[config.mk]
export PLATFORM = sky130hd
export DESIGN_NAME = jtcus30_arb
export DESIGN_NICKNAME = d
export VERILOG_FILES = /design/src/rtl/jtcus30_arb_pkg.sv /design/src/rtl/jtcus30_arb_rr.sv /design/src/rtl/jtcus30_arb.sv
export SDC_FILE = /design/constraint.sdc
export NUM_CORES = 1
export LEC_CHECK = 0
export BUFFER_PORTS_ARGS = -buffer_cell sky130_fd_sc_hd__buf_2
export CORE_UTILIZATION = 49
export DETAILED_ROUTE_END_ITERATION = 7
export HOLD_SLACK_MARGIN = 0.05
export PLACE_DENSITY = 0.85
export SLEW_MARGIN = 20
export SYNTH_ARGS = -nofsm -noshare
export SYNTH_HDL_FRONTEND = slang
export SYNTH_SLANG_ARGS = --single-unit
[constraint.sdc]
create_clock -name clk -period 3 [get_ports clk]
set_input_delay 0.9 -clock clk [delete_from_list [all_inputs] [get_ports clk]]
set_output_delay 0.9 -clock clk [all_outputs]
set_load 0.01 [all_outputs]
[src/rtl/jtcus30_arb_pkg.sv]
// Shared types for the CUS30 CPU-port arbiter: requester indices, FSM states
// and the round-robin successor helper.
package jtcus30_arb_pkg;

  localparam int unsigned NREQ = 3;

  typedef enum logic [1:0] {
    REQ_MAIN = 2'd0,
    REQ_SUB  = 2'd1,
    REQ_AUD  = 2'd2
  } req_e;

  typedef enum logic [1:0] {
    IDLE,
    ACCESS,
    DONE
  } state_e;

  // Round-robin successor: main -> sub -> audio -> main
  function automatic req_e next_req(input req_e r);
    case (r)
      REQ_MAIN: next_req = REQ_SUB;
      REQ_SUB:  next_req = REQ_AUD;
      default:  next_req = REQ_MAIN;
    endcase
  endfunction

endpackage

[src/rtl/jtcus30_arb_rr.sv]
// Round-robin picker: first pending requester strictly after the last owner.
module jtcus30_arb_rr
  import jtcus30_arb_pkg::*;
(
  input  logic [NREQ-1:0] pend_i,
  input  req_e            last_i,
  output req_e            grant_o,
  output logic            valid_o
);

  // Walk the ring starting after the last owner; the last owner itself comes last
  always_comb begin
    req_e c;
    c       = last_i;
    grant_o = REQ_MAIN;
    valid_o = 1'b0;
    for (int unsigned i = 0; i < NREQ; i++) begin
      c = next_req(c);
      if (!valid_o && pend_i[c]) begin
        grant_o = c;
        valid_o = 1'b1;
      end
    end
  end

endmodule

[src/rtl/jtcus30_arb.sv]
// CUS30 CPU-port arbiter: sequences main/sub/audio CPU accesses onto the single
// CUS30 bus with round-robin priority, one access per cs assertion.
// Optional macro JTCUS30_ARB_STATS_EN adds per-requester contention counters
// readable on st_dout; without it st_dout is 0 and debug_bus is ignored.
module jtcus30_arb
  import jtcus30_arb_pkg::*;
#(
  parameter int unsigned AW      = 10,
  parameter int unsigned ACC_CYC = 2
) (
  input  logic          rst,
  input  logic          clk,
  input  logic          m_cs,
  input  logic          s_cs,
  input  logic          a_cs,
  input  logic          m_rnw,
  input  logic          s_rnw,
  input  logic          a_rnw,
  input  logic [AW-1:0] m_addr,
  input  logic [AW-1:0] s_addr,
  input  logic [AW-1:0] a_addr,
  input  logic [7:0]    m_dout,
  input  logic [7:0]    s_dout,
  input  logic [7:0]    a_dout,
  output logic [7:0]    m_din,
  output logic [7:0]    s_din,
  output logic [7:0]    a_din,
  output logic          m_wait,
  output logic          s_wait,
  output logic          a_wait,
  output logic          x_cs,
  output logic          x_rnw,
  output logic [AW-1:0] x_addr,
  output logic [7:0]    x_dout,
  input  logic [7:0]    x_din,
  input  logic [7:0]    debug_bus,
  output logic [7:0]    st_dout
);

  localparam int unsigned CW = $clog2(ACC_CYC);
  typedef logic [CW-1:0] cnt_t;

  logic [NREQ-1:0] cs, rnw, pend, own_oh, wait_v;
  logic [AW-1:0]   req_addr [NREQ];
  logic [7:0]      req_wdat [NREQ];

  state_e          state_q, state_d;
  cnt_t            cnt_q, cnt_d;
  req_e            owner_q, owner_d, last_q, last_d;
  logic [NREQ-1:0] served_q, served_d;
  logic [AW-1:0]   addr_q, addr_d;
  logic            rnw_q, rnw_d;
  logic [7:0]      dout_q, dout_d;
  logic [7:0]      din_q [NREQ];
  logic [7:0]      din_d [NREQ];

  req_e            gnt;
  logic            gnt_vld;
  logic            last_cyc;

  assign cs  = {a_cs, s_cs, m_cs};
  assign rnw = {a_rnw, s_rnw, m_rnw};
  assign req_addr[0] = m_addr;
  assign req_addr[1] = s_addr;
  assign req_addr[2] = a_addr;
  assign req_wdat[0] = m_dout;
  assign req_wdat[1] = s_dout;
  assign req_wdat[2] = a_dout;

  assign pend     = cs & ~served_q;
  assign own_oh   = NREQ'(1) << owner_q;
  assign last_cyc = (cnt_q == cnt_t'(ACC_CYC - 1));

  // Wait is combinational from cs so the CPU stalls in the cycle it asks
  assign wait_v = pend & ~({NREQ{state_q == DONE}} & own_oh);
  assign m_wait = wait_v[0];
  assign s_wait = wait_v[1];
  assign a_wait = wait_v[2];

  assign m_din = din_q[0];
  assign s_din = din_q[1];
  assign a_din = din_q[2];

  // Write strobes only in the first bus cycle; later cycles are plain reads
  assign x_cs   = (state_q == ACCESS);
  assign x_rnw  = ~((state_q == ACCESS) && (cnt_q == '0) && !rnw_q);
  assign x_addr = addr_q;
  assign x_dout = dout_q;

  jtcus30_arb_rr u_rr (
    .pend_i  (pend),
    .last_i  (last_q),
    .grant_o (gnt),
    .valid_o (gnt_vld)
  );

  // Next-state: grant in IDLE, hold the bus ACC_CYC cycles, then one DONE cycle
  always_comb begin
    state_d  = state_q;
    cnt_d    = cnt_q;
    owner_d  = owner_q;
    last_d   = last_q;
    addr_d   = addr_q;
    rnw_d    = rnw_q;
    dout_d   = dout_q;
    din_d    = din_q;
    served_d = served_q & cs;
    case (state_q)
      IDLE: begin
        if (gnt_vld) begin
          state_d = ACCESS;
          cnt_d   = '0;
          owner_d = gnt;
          addr_d  = req_addr[gnt];
          rnw_d   = rnw[gnt];
          dout_d  = req_wdat[gnt];
        end
      end
      ACCESS: begin
        if (last_cyc) begin
          state_d = DONE;
          if (rnw_q) din_d[owner_q] = x_din;
        end else begin
          cnt_d = cnt_q + cnt_t'(1);
        end
      end
      DONE: begin
        state_d  = IDLE;
        last_d   = owner_q;
        served_d = (served_q | own_oh) & cs;
      end
      default: state_d = IDLE;
    endcase
  end

  // State and bus registers, asynchronously cleared
  always_ff @(posedge clk or posedge rst) begin
    if (rst) begin
      state_q  <= IDLE;
      cnt_q    <= '0;
      owner_q  <= REQ_MAIN;
      last_q   <= REQ_AUD;
      served_q <= '0;
      addr_q   <= '0;
      rnw_q    <= 1'b1;
      dout_q   <= '0;
      for (int unsigned i = 0; i < NREQ; i++) din_q[i] <= '0;
    end else begin
      state_q  <= state_d;
      cnt_q    <= cnt_d;
      owner_q  <= owner_d;
      last_q   <= last_d;
      served_q <= served_d;
      addr_q   <= addr_d;
      rnw_q    <= rnw_d;
      dout_q   <= dout_d;
      din_q    <= din_d;
    end
  end

`ifdef JTCUS30_ARB_STATS_EN
  logic [7:0]      stat_q [NREQ];
  logic [NREQ-1:0] contend;
  logic            unused_dbg;

  assign contend    = wait_v & ~own_oh & {NREQ{state_q != IDLE}};
  assign unused_dbg = ^debug_bus[7:2];

  // Saturating count of cycles each requester stalls behind another owner
  always_ff @(posedge clk or posedge rst) begin
    if (rst) begin
      for (int unsigned i = 0; i < NREQ; i++) stat_q[i] <= '0;
    end else begin
      for (int unsigned i = 0; i < NREQ; i++)
        if (contend[i] && stat_q[i] != '1) stat_q[i] <= stat_q[i] + 8'd1;
    end
  end

  // Statistics readout select
  always_comb begin
    st_dout = '0;
    case (debug_bus[1:0])
      2'd0:    st_dout = stat_q[0];
      2'd1:    st_dout = stat_q[1];
      2'd2:    st_dout = stat_q[2];
      default: st_dout = {6'd0, last_q};
    endcase
  end
`else
  logic unused_dbg;
  assign unused_dbg = ^debug_bus;
  assign st_dout    = '0;
`endif

endmodule

==> results of run 1 <==
[routing by layer]
layer	global-route usage, %	share of wire (%)
met1	22.20	43
met2	33.82	52
met3	4.762	5.3
met4	3.292	0.26
met5	0	0
[worst register-to-register path, delay by kind of cell, from the launching register on]
| family | cells | cell delay, ns |
|---|---|---|
| muxes | 1 | 0.39 |
| buffers and inverters | 1 | 0.05 |
| and+or+nand+nor | 4 | 0.96 |
| DFF | 1 | 0.41 |
[synth_stat cells]
library cell / number
sky130_fd_sc_hd__mux2i_1: 19
sky130_fd_sc_hd__dfstp_2: 2
sky130_fd_sc_hd__nor3_1: 2
sky130_fd_sc_hd__dfrtp_1: 51
sky130_fd_sc_hd__inv_2: 1
sky130_fd_sc_hd__mux2_4: 8
sky130_fd_sc_hd__o32ai_1: 1
sky130_fd_sc_hd__inv_1: 21
sky130_fd_sc_hd__nand2b_4: 2
sky130_fd_sc_hd__and2_2: 1
sky130_fd_sc_hd__nand3b_1: 1
sky130_fd_sc_hd__mux2_2: 19
sky130_fd_sc_hd__nor2b_4: 1
sky130_fd_sc_hd__nor2_1: 3
sky130_fd_sc_hd__nand2_1: 22
sky130_fd_sc_hd__and2_1: 1
sky130_fd_sc_hd__conb_1: 1
sky130_fd_sc_hd__o221ai_2: 19
sky130_fd_sc_hd__nor2_2: 2
sky130_fd_sc_hd__o21a_1: 3
sky130_fd_sc_hd__o21ai_0: 3
sky130_fd_sc_hd__nor2b_1: 3
sky130_fd_sc_hd__or2_4: 1
sky130_fd_sc_hd__nand2_2: 1
sky130_fd_sc_hd__nor2b_2: 1
sky130_fd_sc_hd__clkbuf_1: 2
sky130_fd_sc_hd__buf_2: 3
sky130_fd_sc_hd__buf_4: 9
sky130_fd_sc_hd__buf_6: 4
sky130_fd_sc_hd__or3_1: 3
sky130_fd_sc_hd__nand2b_1: 4
[worst max path at each step]
stage	start	cells past startpoint	slack, ns	end
after detailed placement	s_cs	7	0.53	x_dout[2]
after CTS	m_cs	4	0.59	m_wait
after global routing	state_q[0]	4	0.53	m_wait
after floorplan	rst	1	0.82	a_din[0]
final	m_cs	4	0.60	m_wait
after global placement	s_cs	7	0.59	x_addr[6]
[metrics by stage]
stage | std cells | total power, W | setup slack [ns] | instance area, µm²
5_1_grt | 402 | 0.003426 | 0.5322 | 3382
4_1_cts | 402 | 0.003225 | 0.5931 | 3382
3_5_place_dp | 394 | 0.002816 | 0.5341 | 3287
6_report | 402 | 0.003188 | 0.5974 | 3382
3_3_place_gp | 394 | 0.002748 | 0.5884 | 3287
2_1_floorplan | 221 | 0.002327 | 0.8171 | 2698
[logic make-up (layout without fill, tap and decap cells)]
kind of cell	count (synthesis)	count (layout)	share of synthesized area (%)
muxes	46	46	19.63
DFF	53	53	49.74
AOI/OAI and AO/OA	26	26	12.41
and+or+nand+nor	48	48	9.930
other	1	8	0.1404
buffers and inverters	40	151	8.150
[where the power goes]
part	total, W	switching, W	internal, W
sequential	0.00124	0.000190	0.00105
clock	0.000407	0.000236	0.000170
combinational	0.00154	0.000780	0.000761
total	0.00319	0.00121	0.00198
[final cells by class]
class,instances,area share (%)
timing repair buffer,121,18.28
clock inverter,3,0.7769
clock buffer,5,2.035
inverter,22,2.442
multi-input combinational,128,34.59
sequential,53,39.29
tap,70,2.590
[state kept, by name, indices dropped and copies added, names as in the netlist]
register	flops
state_q	2
cnt_q	1
x_dout	8
a_din	8
rnw_q	1
served_q	3
x_addr	10
s_din	8
owner_q	2
last_q	2
m_din	8
==> results.cfg, run 1 <==
[status]
run_status = completed

[logic_synthesis]
synthesis.area_per_instance_um2 = 12.48
flops_latches_synth = 53
synth_largest_type_area_fraction_pct = 47.78
synth_cells = 214
synthesis.area_mm2 = 0.002671
yosys.area.top_type = sky130_fd_sc_hd__dfrtp_1
synth.yosys.seq_area_share_pct = 49.74
yosys_warnings = 0
number_of_different_library_cells_in_the_post_synthesis_netlist = 31
netlist_top_cells_area = sky130_fd_sc_hd__dfrtp_1 48%, sky130_fd_sc_hd__o221ai_2 11%, sky130_fd_sc_hd__mux2_2 8.0%, sky130_fd_sc_hd__mux2i_1 7.1%, sky130_fd_sc_hd__mux2_4 4.5%

[drt]
average_vias_per_placed_instance = 4.968
detailroute.via_count = 1997
routedWlPerCell_um = 13.61
antenna_left = 0
routed_wl_mm = 5.470
first_pass_iters = 4
drc_errors = 0
drt_iter0_markers = 84

[power]
vdd_drop_max_mv = 0.6325
p_per_area_mw_per_mm2 = 942.5
p_leak_nw = 1.788

[cts]
clock_path_buffers = 2
cts_max_level = 2
holdBufCountCts = 0
post_cts.repair.setup_buffers = 0
cts_num_sinks = 53
post_cts.resized_instances = 0
latest_clock_arrival_within_the_worst_skew_pair_ns = 0.30
cts_made_buffers = 5
clock_slew_at_reported_path_ffs_ns = 0.10
tritoncts = done
clockRootBuffer = sky130_fd_sc_hd__clkbuf_8

[timing]
final_period_minus_worst_setup_slack_ns = 2.403
rsz0062_at_grt = no
finalSetupViolCount = 0
worst_slew_pin_slew_ns = 0.5384
finalMaxSlewViolations = 0
final.setup.tns_ns = 0
final.hold.worst_slack_ns = 0.4954
hold_violations = 0
maxClockFrequency_mhz = 416.2
relSlewSlack_pct = 64.10
final_min_period_over_clock_period_pct = 80.09
clock_skews_ns = 0.006099

[die]
ioPinCount = 133
die_y_um = 75.84
rows = 26
dieArea_mm2 = 0.005751
core-area_mm2 = 0.005172
die_w_um = 75.84
floorplan.initialDensity_pct = 51.64

[finish]
layout.area.seq_mm2 = 0.001329
n_fill_cell = 409
syn2layout_area_growth_pct = 26.60
drive_gt1_share_pct = 56.93
final_core_utilization_pct = 65.38
top_library_cells_by_usage_in_the_layout_fill_and_taps_aside = 116 x sky130_fd_sc_hd__buf_2, 51 x sky130_fd_sc_hd__dfrtp_1, 22 x sky130_fd_sc_hd__nand2_1
multi_input_area_mm2 = 0.001170
antennaDiodeCount = 0
final_common_cell = sky130_fd_sc_hd__buf_2
layout.nets = 409

[setup_path]
worst-r2r-setup-slack_ns = 1.09
crit_chain = buf_2, nor2b_2, nor2b_1, buf_2
crit_end_element = output port
r2r_start = state_q[1]
crit_path_max_fanout = 4
worst_path_arrival_ns = 1.50
critical_path.slowest_cell = sky130_fd_sc_hd__nor2b_2
reg2reg_to = m_din[5]
rr_worst_depth = 6
worstSetupPathType = primary input to output port
timing.critical_path.required_ns = 2.10
worst-path-buf-inv = 2
most_prevalent_standard_cell_on_the_critical_path = sky130_fd_sc_hd__buf_2
slowest_delay_ns = 0.23
crit_family = simple AND/OR/NAND/NOR gates
cp-start-kind = primary input

[place]
io_buffers = 116
hpwl_mm = 4.265
routabilityCongestion = 0.7011

[hold_path]
startpoint_of_the_tightest_hold_check_path = x_addr[8]
hold_path_end = x_addr[8]
worstHoldPathType = flop to flop
whs_path_cells = 2

[grt]
via_count_of_the_first_global_routing_pass = 1844
grt_pass1_wl_mm = 8.066
grt_max_degree = 21
grt_usage_pct = 18.54
antenna_found_initial = 0
globalRoute.totalOverflow = 0

[run]
cap_viol_max_count = 0
Power figures use the tool's default switching activity.
==> run 2, diff against run 1 <==
--- a/config.mk
+++ b/config.mk
@@ -5,11 +5,12 @@
 export SDC_FILE = /design/constraint.sdc
 export NUM_CORES = 1
 export LEC_CHECK = 0
+export ABC_AREA = 1
 export BUFFER_PORTS_ARGS = -buffer_cell sky130_fd_sc_hd__buf_2
-export CORE_UTILIZATION = 49
+export CORE_UTILIZATION = 42
 export DETAILED_ROUTE_END_ITERATION = 7
 export HOLD_SLACK_MARGIN = 0.05
-export PLACE_DENSITY = 0.85
+export PLACE_DENSITY = 0.76
 export SLEW_MARGIN = 20
 export SYNTH_ARGS = -nofsm -noshare
 export SYNTH_HDL_FRONTEND = slang
==> constraint.sdc (replaced) <==
create_clock -name clk -period 2.2 [get_ports clk]
set_input_delay 0.66 -clock clk [delete_from_list [all_inputs] [get_ports clk]]
set_output_delay 0.66 -clock clk [all_outputs]
set_load 0.01 [all_outputs]
==> results.cfg, run 2 <==
[status]
run_status = completed

[timing]
final.setup.tns_ns = 0
final_min_period_over_clock_period_pct = 91.15
hold_violations = 0
finalMaxSlewViolations = 0
maxClockFrequency_mhz = 498.7
finalSetupViolCount = 0
final_period_minus_worst_setup_slack_ns = 2.005
clock_skews_ns = 0.01073
fin_ws_ns = 0.1947
rsz0062_at_grt = no

[grt]
grt_max_degree = 54
globalRoute.totalOverflow = 0
via_count_of_the_first_global_routing_pass = 2493
antenna_found_initial = 0
grt_pass1_wl_mm = 11.19
grt_usage_pct = 19.42

[power]
power_frac_comb_pct = 57.7
power_frac_clock_pct = 10.8
p_per_area_mw_per_mm2 = 1529
p_leak_nw = 2.068
switching_share_pct = 46.85
p_sw_w = 0.002595
seqPwrFrac_pct = 31.5
vdd_drop_max_mv = 0.5982
p_int_w = 0.002943

[logic_synthesis]
synth.yosys.seq_area_share_pct = 46.40
netlist_top_cells_area = sky130_fd_sc_hd__dfrtp_1 45%, sky130_fd_sc_hd__nand2_1 13%, sky130_fd_sc_hd__inv_1 7.3%, sky130_fd_sc_hd__o21ai_0 4.7%, sky130_fd_sc_hd__nand3_1 4.4%
yosys.area.top_type = sky130_fd_sc_hd__dfrtp_1
synthesis.area_mm2 = 0.002864
post_synth_mux_area_share_pct = 0
yosys_warnings = 0
synth_cells = 352
number_of_different_library_cells_in_the_post_synthesis_netlist = 29
synth.cells.most_frequent = 99 x sky130_fd_sc_hd__nand2_1, 56 x sky130_fd_sc_hd__inv_1, 51 x sky130_fd_sc_hd__dfrtp_1
synth_compound_area_share_pct = 16.47
yosys.area_share.simple_pct = 24.51
synth_largest_type_area_fraction_pct = 44.56
ys.flop_type = sky130_fd_sc_hd__dfrtp_1
post-synth-top-count-cell = sky130_fd_sc_hd__nand2_1
synth_edf_count = 0
synthesis.area_per_instance_um2 = 8.136
ys_async_sr_fraction_pct = 100.0
main_combinational_cell_family_by_area_after_synthesis = simple AND/OR/NAND/NOR gates
post_synthesis_share_of_cell_area_spent_on_xor_and_xnor_gates_pct = 0
flops_latches_synth = 53
synth_fa_ha_area_share_pct = 0

[die]
ioPinCount = 133
die_y_um = 84.58
core-area_mm2 = 0.006459
rows = 29
dieArea_mm2 = 0.007153
floorplan.initialDensity_pct = 44.34
die_w_um = 84.58

[cts]
holdBufCountCts = 0
clock_slew_at_reported_path_ffs_ns = 0.11
tritoncts = done
clockRootBuffer = sky130_fd_sc_hd__clkbuf_8
cts_num_sinks = 53
cts_max_level = 2
latest_clock_arrival_within_the_worst_skew_pair_ns = 0.32
cts_made_buffers = 5
clock_path_buffers = 2

[setup_path]
crit_family = flip-flops
critical_path.slowest_cell = sky130_fd_sc_hd__dfrtp_1
crit_chain = nand2_1, inv_1, a21oi_1, buf_2
worst-path-buf-inv = 2
timing.critical_path.required_ns = 1.54
reg2reg_to = x_addr[3]
cp-start-kind = flop
rr_worst_depth = 10
worstSetupPathType = flop to output port
r2r_start = last_q[1]
slowest_delay_ns = 0.41
worst_path_arrival_ns = 1.35
crit_path_max_fanout = 6
worst-r2r-setup-slack_ns = 0.31
crit_end_element = output port

[finish]
syn2layout_area_growth_pct = 26.47
antennaDiodeCount = 0
final_core_utilization_pct = 56.08
top_library_cells_by_usage_in_the_layout_fill_and_taps_aside = 116 x sky130_fd_sc_hd__buf_2, 99 x sky130_fd_sc_hd__nand2_1, 55 x sky130_fd_sc_hd__inv_1
final_common_cell = sky130_fd_sc_hd__buf_2
final_design_area_no_fill_mm2 = 0.003622
drive_gt1_share_pct = 33.97
layout.nets = 551
flip_flop_count_of_the_largest_register_after_layout = 10

[drt]
antenna_left = 0
first_pass_iters = 6
detailroute.via_count = 2671
average_vias_per_placed_instance = 4.848
routedWlPerCell_um = 12.21
drc_errors = 0
drt_iter0_markers = 149
routed_wl_mm = 6.726

[place]
io_buffers = 116
place_area_mm2 = 0.003520
routabilityCongestion = 0.8053
detailedPlace.worstSlack_ns = -0.04527
hpwl_mm = 5.014

[run]
cap_viol_max_count = 0

[hold_path]
worstHoldPathType = primary input to async pin
run 2: changes by cell type in the layout (fill, tap and decap cells not counted), sizes merged, moves of 13 or more:
cell	previous run	this run
o21ai	3	28
a21oi	0	13
mux2	27	0
a21boi	0	15
inv	23	60
nand3	0	28
mux2i	19	0
o211ai	0	13
o221ai	19	0
nand2	23	104
run 2: layout make-up:
class	instances	area, µm²
Clock buffer	5	68.82
Clock inverter	3	28.78
Fill cell	598	2836
Inverter	58	217.7
Multi-Input combinational cell	230	1209
Sequential cell	53	1329
Tap cell	77	96.34
Timing Repair Buffer	125	673.1
run 2: repair_timing:
action,in CTS,in global routing
setup endpoints to repair,0,2
gates resized for setup,0,1
buffers inserted,0,0
run 2: logic make-up after synthesis:
group | count (synthesis)
simple gates | 153
compound gates | 69
flops | 53
other cells | 1
buf+inv | 76
run 2: worst max-delay path by stage:
stage                          start   endpoint  slack [ns]  depth (start not counted)
after floorplan                  rst   a_din[0]        0.26                          1
after global placement          s_cs  x_addr[7]        0.01                          9
after detailed placement        s_cs  x_addr[3]       -0.05                          9
after CTS                  last_q[1]  x_addr[3]        0.15                          8
after global routing       last_q[1]  x_dout[2]        0.04                         11
final                     state_q[1]     m_wait        0.19                          4
run 2: per-stage QoR:
step           total power [W]  std cells  hold WS [ns]
2_1_floorplan         0.004034        359        0.4365
3_3_place_gp          0.004852        543        0.4420
3_5_place_dp          0.004961        543        0.4683
4_1_cts               0.005570        551        0.3824
5_1_grt               0.006067        551        0.3928
6_report              0.005538        551        0.3700
run 2: worst min-delay path, cell delays in order:
cell	delay, ns
sky130_fd_sc_hd__buf_2	0.10
sky130_fd_sc_hd__inv_2	0.06
sky130_fd_sc_hd__buf_12	0.27
run 2: layer usage:
layer / GRT usage, % / part of all wire, %
met3: 3.245 / 4.0
met1: 24.21 / 44
met2: 34.00 / 50
met4: 6.934 / 2.3
met5: 0 / 0
run 2: power groups by stage:
stage	registers, W	logic, W	clock network, W
global route	0.00180	0.00361	0.000651
floorplan	0.00193	0.00211	0
global placement	0.00174	0.00311	0
detailed placement	0.00175	0.00321	0
finish	0.00174	0.00320	0.000601
CTS	0.00174	0.00322	0.000614
==> run 3, diff against run 2 <==
==> constraint.sdc (replaced) <==
create_clock -name clk -period 2.2 [get_ports clk]
set_input_delay 0.11 -clock clk [delete_from_list [all_inputs] [get_ports clk]]
set_output_delay 0.11 -clock clk [all_outputs]
set_load 0.01 [all_outputs]
==> results.cfg, run 3 (synthesized netlist as in run 2, its figures left out) <==
[power]
p_leak_nw = 2.138
p_int_w = 0.002867
p_sw_w = 0.002589
power_frac_comb_pct = 56.9
seqPwrFrac_pct = 32.1
p_per_area_mw_per_mm2 = 1433
power_frac_clock_pct = 10.9
switching_share_pct = 47.46
vdd_drop_max_mv = 0.7409

[status]
run_status = completed

[grt]
antenna_found_initial = 0
globalRoute.totalOverflow = 0
grt_max_degree = 54
via_count_of_the_first_global_routing_pass = 2600
grt_pass1_wl_mm = 11.81
grt_usage_pct = 20.72

[drt]
average_vias_per_placed_instance = 4.779
routedWlPerCell_um = 12.59
routed_wl_mm = 7.177
detailroute.via_count = 2724
antenna_left = 0
drt_iter0_markers = 138
drc_errors = 0
first_pass_iters = 6

[setup_path]
worstSetupPathType = flop to flop
crit_end_element = flop
cp-start-kind = flop
slowest_delay_ns = 0.62
worst_path_arrival_ns = 2.28
most_prevalent_standard_cell_on_the_critical_path = sky130_fd_sc_hd__nand2_1
crit_path_max_fanout = 13
worst-r2r-setup-slack_ns = 0.17
critical_path.slowest_cell = sky130_fd_sc_hd__dfstp_2
timing.critical_path.required_ns = 2.45
crit_chain = nor2_2, nand2_1, nand3_2, nand3_1, nand2_2, a21oi_4, o211ai_1, nand2_1

[finish]
antennaDiodeCount = 0
final_common_cell = sky130_fd_sc_hd__buf_2
syn2layout_area_growth_pct = 32.98
final-instance-count-excl-fill = 570
drive_gt1_share_pct = 31.64
final_design_area_no_fill_mm2 = 0.003809
flip_flop_count_of_the_largest_register_after_layout = 10
layout.nets = 570
top_library_cells_by_usage_in_the_layout_fill_and_taps_aside = 116 x sky130_fd_sc_hd__buf_2, 99 x sky130_fd_sc_hd__nand2_1, 55 x sky130_fd_sc_hd__inv_1
n_fill_cell = 581

[run]
cap_viol_max_count = 0

[cts]
clock_path_buffers = 2
clock_slew_at_reported_path_ffs_ns = 0.10
tritoncts = done
latest_clock_arrival_within_the_worst_skew_pair_ns = 0.31
cts_made_buffers = 5
cts_max_level = 2
cts_num_sinks = 53
clockRootBuffer = sky130_fd_sc_hd__clkbuf_8

[die]
die_w_um = 84.58
die_y_um = 84.58
core-area_mm2 = 0.006459
dieArea_mm2 = 0.007153
rows = 29
ioPinCount = 133
floorplan.initialDensity_pct = 44.34

[timing]
final_period_minus_worst_setup_slack_ns = 2.032
worst_slew_pin_slew_ns = 0.6853
relSlewSlack_pct = 54.31
hold_violations = 0
clock_skews_ns = 0.01019
maxClockFrequency_mhz = 492.0
finalSetupViolCount = 0
final_min_period_over_clock_period_pct = 92.38
finalMaxSlewViolations = 0
rsz0062_at_grt = no
final.setup.tns_ns = 0

[place]
hpwl_mm = 4.961
io_buffers = 116
routabilityCongestion = 0.8133
dp.cells = 538
place_area_mm2 = 0.003457

[hold_path]
worstHoldPathType = primary input to flop
==> run 3: cell count changes in the layout (fill, tap and decap cells not counted) <==
cell	delta
sky130_fd_sc_hd__dlygate4sd3_1	+24
sky130_fd_sc_hd__buf_4	-3
sky130_fd_sc_hd__buf_12	-2
sky130_fd_sc_hd__nand2_4	-1
sky130_fd_sc_hd__nand2_8	+1
==> run 3: layout make-up <==
| type | count | area (µm²) | area share, % |
|---|---|---|---|
| clock buffers | 5 | 68.82 | 1.807 |
| well taps | 77 | 96.34 | 2.530 |
| multi-input cells | 230 | 1217 | 31.96 |
| inverters | 58 | 217.7 | 5.716 |
| repair buffers | 144 | 850.8 | 22.34 |
| flip-flops and latches | 53 | 1329 | 34.89 |
| clock inverters | 3 | 28.78 | 0.7556 |
==> run 3: power groups by stage <==
stage                     logic, W  clock network (W)  registers [W]
after floorplan            0.00211                  0        0.00193
after global placement     0.00296                  0        0.00175
after detailed placement   0.00305                  0        0.00176
after CTS                  0.00308           0.000615        0.00175
after global routing       0.00350           0.000655        0.00181
final                      0.00311           0.000597        0.00175
==> run 3: routing by layer <==
metal	share of wire [%]	GRT usage (%)
met2	50	35.03
met5	0	0
met4	2.9	8.783
met3	5.1	4.228
met1	42	25.84
==> run 3: stage by stage <==
stage | hold WS, ns | utilization [%] | power [W] | worst slack (ns)
after floorplan | 0.2393 | - | 0.004034 | 0.5345
after global placement | 0.3247 | 53.53 | 0.004705 | 0.2094
after detailed placement | 0.3367 | 53.53 | 0.004810 | 0.1856
after CTS | 0.05136 | 58.76 | 0.005443 | 0.1643
after global routing | 0.06378 | 58.97 | 0.005960 | 0.03019
final | 0.05434 | 58.97 | 0.005456 | 0.1676
==> run 3: path summary, 6_finish.rpt <==
check	from	endpoint	depth (start not counted)
worst max-delay path	last_q[1]	x_addr[2]	8
max in group asynchronous	rst	x_addr[8]	4
min in group asynchronous	rst	m_din[0]	4
worst min-delay path	m_dout[1]	x_dout[1]	3
worst min register to register	cnt_q	state_q[0]	1
worst max register to register	last_q[1]	x_addr[2]	8
==> run 3: worst max-delay path, delay by kind of cell, from the launching register on <==
| family | cells | cell delay [ns] |
|---|---|---|
| DFF | 1 | 0.62 |
| and+or+nand+nor | 6 | 0.71 |
| AOI/OAI and AO/OA | 2 | 0.63 |
==> run 3: timing repair <==
action / 4_1_cts / 5_1_grt
hold buffers: 24 / 0
gates resized for setup: 0 / 2
setup buffers: 0 / 0
setup endpoints to repair: 0 / 8
endpoints found under the hold margin: 66 / 0
